File: src/rtl/vga_pkg.sv
// rtl/vga_pkg.sv - 800x600@60 timing constants and coordinate widths
package vga_pkg;

    localparam int VGA_H_VISIBLE = 800;
    localparam int VGA_H_FRONT   = 40;
    localparam int VGA_H_SYNC    = 128;
    localparam int VGA_H_BACK    = 88;
    localparam int VGA_V_VISIBLE = 600;
    localparam int VGA_V_FRONT   = 1;
    localparam int VGA_V_SYNC    = 4;
    localparam int VGA_V_BACK    = 23;
    localparam int VGA_SYNC_POL  = 1;

    localparam int VGA_H_TOTAL = VGA_H_VISIBLE + VGA_H_FRONT + VGA_H_SYNC + VGA_H_BACK;
    localparam int VGA_V_TOTAL = VGA_V_VISIBLE + VGA_V_FRONT + VGA_V_SYNC + VGA_V_BACK;

    localparam int H_W = 11;
    localparam int V_W = 10;

endpackage

File: src/rtl/vga_axis_counter.sv
// rtl/vga_axis_counter.sv - modulo-TOTAL counter with terminal-count flag
module vga_axis_counter #(
    parameter int TOTAL = 1056,
    parameter int WIDTH = 11
) (
    input  logic             i_clk,
    input  logic             i_rst_n,
    input  logic             enable,
    output logic [WIDTH-1:0] count,
    output logic             wrap
);

    localparam logic [WIDTH-1:0] LAST = WIDTH'(TOTAL - 1);

    // wrap flags the last count; the next enabled edge returns to zero
    assign wrap = (count == LAST);

    always_ff @(posedge i_clk or negedge i_rst_n) begin
        if (!i_rst_n) begin
            count <= '0;
        end else if (enable) begin
            count <= wrap ? '0 : count + WIDTH'(1);
        end
    end

endmodule

File: src/rtl/vga_timing_gen.sv
// rtl/vga_timing_gen.sv - VGA raster counters, coordinate stage and pin stage
module vga_timing_gen
    import vga_pkg::*;
#(
    parameter int H_VISIBLE = VGA_H_VISIBLE,
    parameter int H_FRONT   = VGA_H_FRONT,
    parameter int H_SYNC    = VGA_H_SYNC,
    parameter int H_BACK    = VGA_H_BACK,
    parameter int V_VISIBLE = VGA_V_VISIBLE,
    parameter int V_FRONT   = VGA_V_FRONT,
    parameter int V_SYNC    = VGA_V_SYNC,
    parameter int V_BACK    = VGA_V_BACK,
    parameter int SYNC_POL  = VGA_SYNC_POL
) (
    input  logic           i_clk,
    input  logic           i_rst_n,
    input  logic           i_pix_en,
    output logic [H_W-1:0] o_h_coord,
    output logic [V_W-1:0] o_v_coord,
    output logic           o_disp_enbl,
    output logic           o_frame_start,
    input  logic [3:0]     i_red,
    input  logic [3:0]     i_green,
    input  logic [3:0]     i_blue,
    output logic [3:0]     o_vga_red,
    output logic [3:0]     o_vga_green,
    output logic [3:0]     o_vga_blue,
    output logic           o_hsync,
    output logic           o_vsync
);

    localparam int H_TOTAL = H_VISIBLE + H_FRONT + H_SYNC + H_BACK;
    localparam int V_TOTAL = V_VISIBLE + V_FRONT + V_SYNC + V_BACK;

    localparam logic [H_W-1:0] H_VIS_END  = H_W'(H_VISIBLE);
    localparam logic [H_W-1:0] H_SYNC_BEG = H_W'(H_VISIBLE + H_FRONT);
    localparam logic [H_W-1:0] H_SYNC_END = H_W'(H_VISIBLE + H_FRONT + H_SYNC);
    localparam logic [V_W-1:0] V_VIS_END  = V_W'(V_VISIBLE);
    localparam logic [V_W-1:0] V_SYNC_BEG = V_W'(V_VISIBLE + V_FRONT);
    localparam logic [V_W-1:0] V_SYNC_END = V_W'(V_VISIBLE + V_FRONT + V_SYNC);
    localparam logic           SYNC_IDLE  = (SYNC_POL == 0);

    logic [H_W-1:0] h_cnt;
    logic [V_W-1:0] v_cnt;
    logic           h_wrap;
    logic           v_wrap;
    logic           at_origin;
    logic           raw_hsync;
    logic           raw_vsync;

    vga_axis_counter #(.TOTAL(H_TOTAL), .WIDTH(H_W)) u_h_counter (
        .i_clk   (i_clk),
        .i_rst_n (i_rst_n),
        .enable  (i_pix_en),
        .count   (h_cnt),
        .wrap    (h_wrap)
    );

    vga_axis_counter #(.TOTAL(V_TOTAL), .WIDTH(V_W)) u_v_counter (
        .i_clk   (i_clk),
        .i_rst_n (i_rst_n),
        .enable  (h_wrap && i_pix_en),
        .count   (v_cnt),
        .wrap    (v_wrap)
    );

    // at_origin tracks counters == (0,0) so the frame pulse needs no wide compare
    always_ff @(posedge i_clk or negedge i_rst_n) begin
        if (!i_rst_n) begin
            at_origin     <= 1'b1;
            o_h_coord     <= '0;
            o_v_coord     <= '0;
            o_disp_enbl   <= 1'b0;
            o_frame_start <= 1'b0;
            raw_hsync     <= 1'b0;
            raw_vsync     <= 1'b0;
        end else begin
            o_frame_start <= i_pix_en && at_origin;
            if (i_pix_en) begin
                at_origin   <= h_wrap && v_wrap;
                o_h_coord   <= h_cnt;
                o_v_coord   <= v_cnt;
                o_disp_enbl <= (h_cnt < H_VIS_END) && (v_cnt < V_VIS_END);
                raw_hsync   <= (h_cnt >= H_SYNC_BEG) && (h_cnt < H_SYNC_END);
                raw_vsync   <= (v_cnt >= V_SYNC_BEG) && (v_cnt < V_SYNC_END);
            end
        end
    end

    // pin stage: colour and syncs leave together, one tick behind the coordinates
    always_ff @(posedge i_clk or negedge i_rst_n) begin
        if (!i_rst_n) begin
            o_vga_red   <= 4'h0;
            o_vga_green <= 4'h0;
            o_vga_blue  <= 4'h0;
            o_hsync     <= SYNC_IDLE;
            o_vsync     <= SYNC_IDLE;
        end else if (i_pix_en) begin
            o_vga_red   <= o_disp_enbl ? i_red   : 4'h0;
            o_vga_green <= o_disp_enbl ? i_green : 4'h0;
            o_vga_blue  <= o_disp_enbl ? i_blue  : 4'h0;
            o_hsync     <= raw_hsync ^ SYNC_IDLE;
            o_vsync     <= raw_vsync ^ SYNC_IDLE;
        end
    end

endmodule

File: config.mk
export PLATFORM = sky130hd
export DESIGN_NAME = vga_timing_gen
export DESIGN_NICKNAME = d
export VERILOG_FILES = /design/src/rtl/vga_pkg.sv /design/src/rtl/vga_axis_counter.sv /design/src/rtl/vga_timing_gen.sv
export SDC_FILE = /design/constraint.sdc
export NUM_CORES = 1
export LEC_CHECK = 0
export CAP_MARGIN = 20
export CORE_UTILIZATION = 60
export CTS_CLUSTER_DIAMETER = 200
export DETAILED_ROUTE_END_ITERATION = 8
export DONT_BUFFER_PORTS = 1
export PLACE_DENSITY = 0.81
export SLEW_MARGIN = 20
export SYNTH_ARGS = -nofsm -noshare
export SYNTH_HDL_FRONTEND = slang
export SYNTH_SLANG_ARGS = --single-unit
File: constraint.sdc
create_clock -name i_clk -period 2.05 [get_ports i_clk]
set_clock_uncertainty 0.2 [all_clocks]
set_input_delay 0.3075 -clock i_clk [delete_from_list [all_inputs] [get_ports i_clk]]
set_output_delay 0.3075 -clock i_clk [all_outputs]
set_load 0.02 [all_outputs]
# Yosys cells after proc, flatten, opt, wreduce, memory -nomap -nowiden
# Index checks and enable logic that the tools add are counted.
dict set report totals {
  ff_bits 61
  input_bits 15
  output_inout_bits 37
  word_cells 35
}
dict set report classes {
  addsub 2
  order_cmp 6
  n_eq_ne 2
  muxes 5
  reduce_logical 6
}
# operator n
set op_table {}
lappend op_table {{< comparator 11 x 10 -> 1 bit, second input constant} 2}
lappend op_table {{< comparator 10 bit, second input constant} 2}
lappend op_table {{2-to-1 mux 4 bit} 3}
lappend op_table {{adder 11 x 1 -> 11 bit, second input constant} 1}
lappend op_table {{equality test 11 bit, second input constant} 1}
lappend op_table {{greater-or-equal comparator 11 x 10 -> 1 bit, second input constant} 1}
lappend op_table {{2-to-1 mux 11 bit} 1}
lappend op_table {{adder 10 x 1 -> 10 bit, second input constant} 1}
lappend op_table {{equality test 10 bit, second input constant} 1}
lappend op_table {{greater-or-equal comparator 10 bit, second input constant} 1}
lappend op_table {{2-to-1 mux 10 bit} 1}
lappend op_table {{logical AND 1 bit} 6}

# Logic depth before layout (Yosys ltp)
# Gate-level depths: netlist (run 1).
dict set report depth {
  depth_word 2
  ltp_mapped 7
  depth_no_buf 6
}

# Modules after synthesis
# From an unflattened synthesis (run 1), not the netlist that was laid out.
dict set report unflattened {
  cells_unflattened 235
  hier_area_um2 2830.2
}
# mod n_inst cells_each area_per_inst_um2 seq_area_each_um2
set by_module_without_submodules {}
lappend by_module_without_submodules {vga_timing_gen 1 128 1725.4 1002.2}
lappend by_module_without_submodules {{vga_axis_counter (u_h_counter)} 1 56 574.3 275.3}
lappend by_module_without_submodules {{vga_axis_counter (u_v_counter)} 1 51 530.5 250.2}

# Least setup slack after synthesis (run 1)
# OpenSTA, ideal clock, no wires.
dict set report synth_path {
  path_kind {flip-flop to flip-flop}
  startpoint {register u_h_counter.count[0]}
  endpoint {register u_v_counter.count[5]}
  setup_ns 0.118
  arrival_ns 1.544
  t_required_ns 1.732
  path_slack_ns 0.188
  path_stages_with_launch 8
  n_path_buf 2
  period_less_slack_ns 1.862
  path_cell_list {dfrtp_1 > ha_1 > nor4bb_4 > and3_1 > buf_4 > buf_6 > o21ai_1 > a21o_1}
}
dict set report synth_between {
  elab_chain_len 2
}
# item line
set synth_rtl {}
lappend synth_rtl {{start, declared} vga_axis_counter.sv:9} ;# output logic [WIDTH-1:0] count,
lappend synth_rtl {{start signal, assigned} vga_axis_counter.sv:22} ;# count <= wrap ? '0 : count + WIDTH'(1);
lappend synth_rtl {{equality test 11 bit} vga_axis_counter.sv:16} ;# assign wrap = (count == LAST);
lappend synth_rtl {{logical AND 1 bit} vga_timing_gen.sv:62} ;# .enable (h_wrap && i_pix_en),
lappend synth_rtl {{end signal, assigned} vga_axis_counter.sv:22}
lappend synth_rtl {{end, declared} vga_axis_counter.sv:9}
# Every way passes these cells.
# A chain may end at the register's enable or synchronous reset.

# Worst setup path after layout (run 1)
dict set report layout_path {
  startpoint {register u_h_counter.count[0]}
  endpoint {register u_v_counter.count[7]}
}
# The elaborated chain is that of the path after synthesis.

==> run_results.csv, run 1 <==
group,metric,value,unit
status,outcome,"finished, final reports clean",
clock_tree,clk_latency,0.33,ns
route,via_per_inst,5.94,
logic_synthesis,synth_commonest_cells,"dfrtp_1 (60), mux2_2 (23), inv_1 (19)",
clock_tree,cts_made_buffers,9,
logic_synthesis,synth_edf_count,0,
power,leakage,1.47,nW
global_route,grt.busiest_layer,"met2",
floorplan,die-area,4920,um^2
critical_path,critical-path-slowest-cell,"dfrtp_1",
flow_run,cap_violations,0,
placement,dp_hpwl,3140,um
clock_tree,postCtsSetupBuffers,0,
floorplan,rows,24,
global_route,grt_pass1_wl,9290,um
clock_tree,htreeDepth,3,
critical_path,required,2.06,ns
global_route,met2_usage,37.2,%
logic_synthesis,syn_nets,261,
cells_and_area,nets,279,
route,dr.pass1.iters,5,
clock_tree,clk_pin_slew_worst_paths,0.06,ns
logic_synthesis,synth_top_area_share,53.9,%
logic_synthesis,synth_area_leaders,"dfrtp_1 (54%), mux2_2 (9.3%), nand3_1 (3.1%)",
clock_tree,ctsHoldBuffers,16,
floorplan,die_y,70.1,um
floorplan,die_w,70.1,um
logic_synthesis,seq_area_frac_synth,54.9,%
sta,rsz0062_at_grt,"false",
critical_path,start_kind,"flop",
critical_path,arrival,1.93,ns
placement,finalWeightedCongestion,0.797,
floorplan,io_pins,52,
logic_synthesis,synth_top_cell_by_area,"dfrtp_1",
logic_synthesis,synth-seq-cells,61,
logic_synthesis,yosysWarnings,0,
global_route,grt_pass1_vias,1906,
sta,clock.fmax,520,MHz
sta,fin_crit_sh,93.7,%
clock_tree,ctsLongestPathBuffers,2,
sta,min_period,1.92,ns
cells_and_area,multi_input_comb_area,1090,um^2
route,drc,0,
cells_and_area,area_growth,14.2,%
critical_path,crit_path_max_fanout,13,
route,vias,1877,
global_route,gr-usage-met1,32.8,%
logic_synthesis,ys_async_sr_fraction,100,%
worst_hold_path,hold_path.class,"in -> reg",
cells_and_area,seqCellArea,1530,um^2
sta,relSlewSlack,63.0,%
route,wl_per_cell,16.9,um
logic_synthesis,synth_cells,241,
global_route,grt-ovfl-total,0,
route,wl,5340,um
sta,worst_pin_slew,0.555,ns
floorplan,core_area,4410,um^2
route,drt_iter0_markers,141,
clock_tree,cts_root_buf,"clkbuf_8",
global_route,antenna_found_initial,0,
global_route,met3_usage,8.80,%
critical_path,critPathCaptureType,"flop",
clock_tree,cts_resized,0,
logic_synthesis,synth.avg_cell_area,11.6,um^2
logic_synthesis,ys.flop_type,"dfrtp_1",
cells_and_area,fillers,297,
logic_synthesis,yosys.cell_count.top_type,"dfrtp_1",
power,irDropWorstVdd,0.000719,V
critical_path,max_stage_delay,0.44,ns
route,antenna_left,0,
sta,finalHoldViolations,0,
power,power_per_cell_area,901,nW/um^2
critical_path,crit_chain,"ha_1 -> nor4bb_4 -> and3_1 -> buf_4 -> nand4_1 -> xnor2_1",
clock_tree,cts.sinks,61,
cells_and_area,drive_above_1_share,19.7,%
critical_path,worstSetupPathType,"reg -> reg",
placement,io_buffer_count,0,
logic_synthesis,synth.distinct_cells,46,
sta,setup_tns,0,ns
clock_tree,cts_tree,"done",
power,power,2.87,mW
sta,setup_viol,0,
logic_synthesis,syn_area,2790,um^2
sta,fin_hold_ws,0.0648,ns
cells_and_area,layout.cells.non_filler,316,
sta,drv_slew,0,
global_route,grt_max_degree,62,
cells_and_area,diodes,0,
placement,dp_cells,284,
cells_and_area,utilization,72.1,%
global_route,grt_use_total,25.1,%
floorplan,start_util,63.1,%
[worst max-delay path: cells and delay by family (launching register included)]
kind | cells | cell delay (ns)
simple gates | 3 | 0.61
xor+xnor | 1 | 0.16
fa+ha+maj | 1 | 0.20
buf+inv | 1 | 0.18
flops | 1 | 0.44
[flip-flops by register name, summed over array words and instances, names as in the netlist]
name and flops:
u_h_counter.count 11, raw_hsync 1, raw_vsync 1, o_disp_enbl 1
o_vsync 1, o_hsync 1, at_origin 1, u_v_counter.count 10
o_frame_start 1, o_vga_green 4, o_vga_blue 4, o_h_coord 11
o_v_coord 10, o_vga_red 4
[metrics by stage]
step	cell area [um^2]	setup WS, ns
6_report	3180	0.129
5_1_grt	3180	0.00426
4_1_cts	3180	0.151
3_5_place_dp	2800	0.182
3_3_place_gp	2800	0.260
2_1_floorplan	2790	0.188
[cell usage in the layout (no fill, tap or decap), types with 3 or more instances in the layout]
cell type	synthesis	routed
xnor2_1	9	9
and4_1	3	3
clkbuf_1	7	3
nand2_1	10	10
clkbuf_8	0	13
ha_1	5	5
dlygate4sd3_1	0	14
nor2_1	6	6
nand3_1	17	17
mux2_2	23	23
nor3_1	3	3
xor2_1	3	3
and2_1	4	4
buf_4	1	6
and3_1	3	3
nand4_1	8	8
a21o_1	3	3
dfrtp_1	60	60
a21oi_1	3	3
o21ai_0	14	14
a31oi_1	3	3
o21ai_1	5	5
inv_1	19	19
[routing by layer]
metal	share of wire (%)	vias to the layer above	wire length (um)
met1	46	923	2470
met5	0	-	0
met2	44	65	2370
met4	2.7	0	146
li1	-	878	-
met3	6.6	11	351
[where the power goes]
group / switching (mW) / total (mW) / leakage (nW) / internal [mW]
Clock: 0.417 / 0.990 / 0.0970 / 0.573
Sequential: 0.230 / 1.56 / 0.800 / 1.33
Combinational: 0.152 / 0.318 / 0.572 / 0.166
Total: 0.799 / 2.87 / 1.47 / 2.07
[worst paths after layout]
path / end / cells after the start / from / slack [ns]
setup / recovery: u_v_counter.count[7] / 6 / u_h_counter.count[0] / 0.13
hold / removal: u_h_counter.count[3] / 3 / i_pix_en / 0.06
setup reg to reg: u_v_counter.count[7] / 6 / u_h_counter.count[0] / 0.13
hold reg to reg: at_origin / 2 / at_origin / 0.29
max in group asynchronous: at_origin / 2 / i_rst_n / 1.05
min in group asynchronous: o_h_coord[7] / 2 / i_rst_n / 0.32
[cells by family after synthesis]
logic type / after synthesis / synth area share, %
XOR/XNOR: 12 / 3.77
AND/OR/NAND/NOR: 68 / 15.2
multiplexers: 25 / 10.2
buffers and inverters: 34 / 6.11
AO/OA/AOI/OAI: 36 / 7.64
flip-flops: 61 / 54.9
adder cells (fa/ha/maj): 5 / 2.25
[layout make-up]
cell class / count / share of cell area (%)
flip-flops and latches: 61 / 48.0
multi-input cells: 146 / 34.2
clock buffers: 16 / 5.98
inverters: 19 / 2.24
well taps: 52 / 2.04
repair buffers: 22 / 7.55
Power figures use the tool's default switching activity.
==> run 2: changes to the inputs <==
--- a/config.mk
+++ b/config.mk
@@ -6,11 +6,12 @@
 export NUM_CORES = 1
 export LEC_CHECK = 0
 export CAP_MARGIN = 20
-export CORE_UTILIZATION = 60
+export CORE_UTILIZATION = 56
 export CTS_CLUSTER_DIAMETER = 200
 export DETAILED_ROUTE_END_ITERATION = 8
 export DONT_BUFFER_PORTS = 1
-export PLACE_DENSITY = 0.81
+export GPL_ROUTABILITY_DRIVEN = 0
+export PLACE_DENSITY = 0.79
 export SLEW_MARGIN = 20
 export SYNTH_ARGS = -nofsm -noshare
 export SYNTH_HDL_FRONTEND = slang
==> constraint.sdc (replaced) <==
create_clock -name i_clk -period 1.6 [get_ports i_clk]
set_clock_uncertainty 0.2 [all_clocks]
set_input_delay 0.24 -clock i_clk [delete_from_list [all_inputs] [get_ports i_clk]]
set_output_delay 0.24 -clock i_clk [all_outputs]
set_load 0.02 [all_outputs]
==> run 2 against run 1 <==
Compared with the run above: the run now ends with negative hold slack, negative setup slack left; worst setup slack got worse by 0.24 ns; hold slack lost 0.67 ns; wire length rose by 4.5%; register-to-register slack got worse by 0.24 ns; sequential cell count unchanged; clock power is 14% higher; via count increased by 5.1%; critical endpoint is now u_v_counter.count[0]; highest routed layer unchanged.
==> run_results.csv, run 2 (synthesized netlist as in run 1, its figures left out) <==
group,metric,value,unit
status,outcome,"complete, but fails checks",
status,violations,"negative hold slack, negative setup slack",
global_route,grt_pass1_wl,8740,um
clock_tree,cts_root_buf,"clkbuf_8",
critical_path,start_kind,"flop",
cells_and_area,area_growth,18.1,%
clock_tree,cts.sinks,61,
route,via_per_inst,5.65,
clock_tree,clk_latency,0.34,ns
cells_and_area,top_regs,"o_h_coord: 11 flops, u_h_counter.count: 11 flops",
route,wl_per_cell,16.0,um
cells_and_area,nets,298,
floorplan,rows,25,
sta,relSlewSlack,80.7,%
clock_tree,clk_pin_slew_worst_paths,0.06,ns
power,irDropWorstVdd,0.000612,V
floorplan,start_util,58.6,%
critical_path,crit_path_max_fanout,5,
global_route,antenna_found_initial,0,
route,wl,5580,um
placement,dp_hpwl,3410,um
clock_tree,htreeDepth,3,
worst_hold_path,hold_path.class,"in -> async",
clock_tree,ctsHoldBuffers,6,
global_route,grt_pass1_vias,2038,
cells_and_area,final_cell_mix,"dfrtp_1 (60), buf_4 (35), mux2_2 (23)",
clock_tree,ctsLongestPathBuffers,2,
power,leakage,1.56,nW
sta,fin_ws,-0.109,ns
floorplan,die-area,5260,um^2
sta,fin_hold_ws,-0.606,ns
sta,finalHoldViolations,103,
sta,rsz0062_at_grt,"true",
critical_path,required,1.62,ns
sta,worst_pin_slew,0.289,ns
route,drc,0,
route,antenna_left,0,
cells_and_area,diodes,0,
global_route,grt_max_degree,65,
global_route,grt-ovfl-total,0,
flow_run,cap_violations,0,
floorplan,die_y,72.5,um
cells_and_area,final_common_cell,"dfrtp_1",
floorplan,core_area,4750,um^2
clock_tree,cts_tree,"done",
critical_path,arrival,1.73,ns
critical_path,worstSetupPathType,"reg -> reg",
power,power,3.62,mW
sta,clock.fmax,585,MHz
route,top_layer_used,"met4",
global_route,grt_use_total,22.5,%
route,drt_iter0_markers,140,
route,wl_met3,409,um
floorplan,io_pins,52,
sta,drv_slew,0,
cells_and_area,drive_above_1_share,31.9,%
clock_tree,cts_made_buffers,9,
route,route.met2.wl,2560,um
sta,fin_crit_sh,107,%
route,vias,1973,
critical_path,critPathCaptureType,"flop",
sta,min_period,1.71,ns
critical_path,r2r_cells,4,
placement,io_buffer_count,0,
route,dr.pass1.iters,4,
power,power_per_cell_area,1100,nW/um^2
sta,setup_viol,14,
route,drt-met1-wl,2480,um
floorplan,die_w,72.5,um
-- run 2: worst max-delay path: stages, from the launching register on --
cell,delay [ns]
dfrtp_1,0.43
or3_4,0.44
nor3_4,0.16
nand2_2,0.07
mux2_4,0.29
-- run 2: layer usage --
| metal | up-vias | GRT usage, % |
|---|---|---|
| li1 | 921 | - |
| met5 | - | 0 |
| met4 | 0 | 11.5 |
| met3 | 17 | 6.94 |
| met1 | 957 | 27.9 |
| met2 | 78 | 35.6 |
-- run 2: stage by stage --
stage | std cells | utilization, % | worst slack [ns] | cell area (um^2) | setup TNS, ns
2_1_floorplan | 241 | - | -0.104 | 2800 | -0.405
3_3_place_gp | 325 | 63.8 | -0.0425 | 3040 | -0.165
3_5_place_dp | 325 | 63.8 | -0.122 | 3040 | -0.631
4_1_cts | 348 | 68.9 | -0.0837 | 3270 | -0.520
5_1_grt | 349 | 69.2 | -0.171 | 3290 | -1.63
6_report | 349 | 69.2 | -0.109 | 3290 | -0.790
-- run 2: final timing paths --
check                                           from                   end  slack (ns)
worst max-delay path            u_h_counter.count[5]  u_v_counter.count[0]       -0.11
min in group i_clk                          i_pix_en             at_origin       -0.18
worst min register to register             at_origin             at_origin        0.27
max in group asynchronous                    i_rst_n             at_origin        1.62
worst min-delay path                         i_rst_n          o_h_coord[4]       -0.61
worst max register to register  u_h_counter.count[5]  u_v_counter.count[0]       -0.11
-- run 2: report_power, final --
group | internal (mW) | switching [mW]
clock network | 0.591 | 0.537
registers | 1.70 | 0.248
logic | 0.305 | 0.238
total | 2.60 | 1.02
-- run 2: final cells by class --
class	count	area, um^2
multi-input combinational	147	1140
tap	67	83.8
fill	326	1460
clock inverter	2	10.0
timing repair buffer	40	309
clock buffer	13	149
sequential	61	1530
inverter	19	71.3
-- run 2: repair_timing --
item / 4_1_cts / 5_1_grt
endpoints found under the hold margin: 107 / 103
gates resized for setup: 4 / 6
gates cloned: 1 / 1
pin swaps: 4 / 4
buffers inserted: 2 / 3
setup endpoints to repair: 11 / 21
==> run 3: changes to the inputs <==
--- a/config.mk
+++ b/config.mk
@@ -5,6 +5,7 @@
 export SDC_FILE = /design/constraint.sdc
 export NUM_CORES = 1
 export LEC_CHECK = 0
+export ABC_AREA = 1
 export CAP_MARGIN = 20
 export CORE_UTILIZATION = 56
 export CTS_CLUSTER_DIAMETER = 200
==> run 3 against run 2 <==
Compared with the run above: the flow finishes with violations (negative hold slack); synthesized cell count rose by 40%; global-route usage rose by 0.97 points; combinational power rose by 9.9%; sequential share of layout area fell by 2.2 points.
==> run_results.csv, run 3 <==
group,metric,value,unit
global_route,grt_use_total,23.5,%
critical_path,critPathLaunch,"u_h_counter.count[1]",
global_route,grt-ovfl-total,0,
sta,fin_hold_ws,-0.606,ns
floorplan,rows,25,
flow_run,cap_violations,0,
placement,dp_hpwl,3940,um
logic_synthesis,synth_top_area_share,52.4,%
critical_path,r2r_cells,7,
power,power,4.23,mW
route,drc,0,
critical_path,start_kind,"flop",
clock_tree,ctsHoldBuffers,18,
cells_and_area,final_cell_mix,"nand2_1 (107), dfrtp_1 (58), o21ai_0 (32)",
logic_synthesis,synthXorXnorAreaFrac,2.14,%
logic_synthesis,synth_compound_area_share,7.65,%
worst_hold_path,hold_path.class,"in -> async",
sta,drv_slew,0,
logic_synthesis,synth_area_leaders,"dfrtp_1 (52%), nand2_1 (14%), o21ai_0 (5.6%)",
power,irDropWorstVdd,0.000721,V
sta,fin_crit_sh,97.0,%
critical_path,reg2reg_to,"u_h_counter.count[9]",
logic_synthesis,synthMuxAreaShare,0,%
placement,placed_cell_area,2970,um^2
sta,worst_pin_slew,0.599,ns
status,violations,"negative hold slack",
critical_path,crit_chain,"ha_2 -> nand3_2 -> nor2_4 -> nand3_4 -> buf_12 -> o21ai_0 -> nor2_1",
route,antenna_left,0,
logic_synthesis,ys_async_sr_fraction,100,%
cells_and_area,area_growth,20.8,%
critical_path,critPathCaptureType,"flop",
logic_synthesis,synthAdderAreaFrac,2.18,%
cells_and_area,diodes,0,
global_route,grt_pass1_wl,9450,um
critical_path,required,1.62,ns
floorplan,io_pins,52,
clock_tree,clk_pin_slew_worst_paths,0.07,ns
route,via_per_inst,5.31,
logic_synthesis,synth_top_family_by_area,"simple AND/OR/NAND/NOR gates",
critical_path,crit_path_max_fanout,11,
cells_and_area,drive_above_1_share,14.7,%
clock_tree,ctsLongestPathBuffers,2,
logic_synthesis,synth.distinct_cells,33,
route,vias,2337,
global_route,grt_max_degree,62,
logic_synthesis,synth-seq-cells,61,
cells_and_area,nets,388,
logic_synthesis,synth_cells,337,
global_route,grt_pass1_vias,2076,
clock_tree,cts_root_buf,"clkbuf_8",
floorplan,core_area,4820,um^2
logic_synthesis,ys.flop_type,"dfrtp_1",
power,power_per_cell_area,1220,nW/um^2
route,dr.pass1.iters,5,
critical_path,critical-path-slowest-cell,"dfrtp_1",
clock_tree,cts_made_buffers,9,
floorplan,start_util,59.5,%
cells_and_area,fillers,371,
logic_synthesis,yosysWarnings,0,
critical_path,reg2reg_from,"u_h_counter.count[1]",
sta,min_period,1.55,ns
logic_synthesis,synth_top_cell_by_area,"dfrtp_1",
route,drt_iter0_markers,223,
clock_tree,htreeDepth,3,
floorplan,die_w,73.5,um
cells_and_area,finalInstanceArea,3460,um^2
critical_path,worst-r2r-setup-slack,0.05,ns
sta,relSlewSlack,60.1,%
logic_synthesis,yosys.cell_count.top_type,"nand2_1",
logic_synthesis,seq_area_frac_synth,53.3,%
logic_synthesis,synth_edf_count,0,
logic_synthesis,synth_commonest_cells,"nand2_1 (108), dfrtp_1 (60), o21ai_0 (32)",
sta,rsz0062_at_grt,"true",
cells_and_area,final_common_cell,"nand2_1",
critical_path,endpoint,"u_h_counter.count[9]",
global_route,antenna_found_initial,0,
route,wl_per_cell,13.6,um
logic_synthesis,syn_area,2860,um^2
floorplan,die-area,5400,um^2
clock_tree,clk_latency,0.34,ns
logic_synthesis,synth.avg_cell_area,8.50,um^2
sta,clock.fmax,644,MHz
floorplan,die_y,73.5,um
route,wl,6000,um
critical_path,worstSetupPathType,"reg -> reg",
critical_path,max_stage_delay,0.38,ns
clock_tree,cts.sinks,61,
critical_path,arrival,1.57,ns
power,leakage,1.69,nW
logic_synthesis,syn_nets,357,
clock_tree,cts_tree,"done",
sta,finalHoldViolations,80,
logic_synthesis,synth-simple-area-share,27.5,%
status,outcome,"complete, but fails checks",
sta,setup_viol,0,
placement,io_buffer_count,0,
cells_and_area,top_regs,"o_h_coord: 11 flops, u_h_counter.count: 11 flops",
## run 3: timing repair
item                                   CTS  global route
pin swaps                                1             4
setup buffers                            3             1
setup endpoints to repair                5            13
endpoints found under the hold margin   89            80
gates resized for setup                  0            10
## run 3: through the flow
stage / util, % / setup WS (ns) / TNS, ns / instances
CTS: 71.0 / 0.0240 / 0 / 439
detailed placement: 61.6 / -0.0315 / -0.0444 / 402
floorplan: - / 0.0833 / 0 / 337
global placement: 61.6 / 0.0584 / 0 / 402
finish: 71.8 / 0.0482 / 0 / 440
global route: 71.8 / -0.0354 / -0.233 / 440
## run 3: cell families (layout without fill, tap and decap cells)
group	after synthesis	after routing
simple gates	174	174
flops	61	61
buf+inv	48	84
compound gates	42	42
xor+xnor	7	7
fa+ha+maj	5	5
## run 3: area by class of cell
type | count | area [um^2] | area share (%)
Sequential cell | 61 | 1530 | 44.2
Inverter | 33 | 125 | 3.62
Clock inverter | 7 | 114 | 3.29
Tap cell | 67 | 83.8 | 2.42
Timing Repair Buffer | 35 | 324 | 9.36
Clock buffer | 9 | 124 | 3.58
Multi-Input combinational cell | 228 | 1160 | 33.5
## run 3: per-layer routing
layer	GRT usage [%]	part of all wire, %	vias up
li1	-	-	1136
met5	0	0	-
met4	11.8	2.1	0
met2	36.4	45	96
met3	4.53	7.5	16
met1	31.6	46	1089
## run 3: power breakdown
part / total (mW) / switching [mW] / leakage [nW] / internal [mW]
Sequential: 2.02 / 0.290 / 0.783 / 1.73
Clock: 1.62 / 0.589 / 0.123 / 1.03
Combinational: 0.597 / 0.346 / 0.781 / 0.251
## run 3: worst min path at each step
stage / to / cells past startpoint / slack [ns]
floorplan: o_disp_enbl / 0 / -0.26
detailed placement: o_vga_green[1] / 0 / -0.25
CTS: u_v_counter.count[8] / 0 / -0.62
global placement: o_vga_green[1] / 0 / -0.25
finish: o_vga_green[1] / 0 / -0.61
global route: o_frame_start / 0 / -0.63
## run 3: worst max-delay path: cells and delay by family (launching register included)
| kind | cells | cell delay [ns] |
|---|---|---|
| and+or+nand+nor | 4 | 0.41 |
| DFF | 1 | 0.38 |
| AOI/OAI and AO/OA | 1 | 0.08 |
| buffers and inverters | 1 | 0.17 |
| adders and majority gates | 1 | 0.20 |
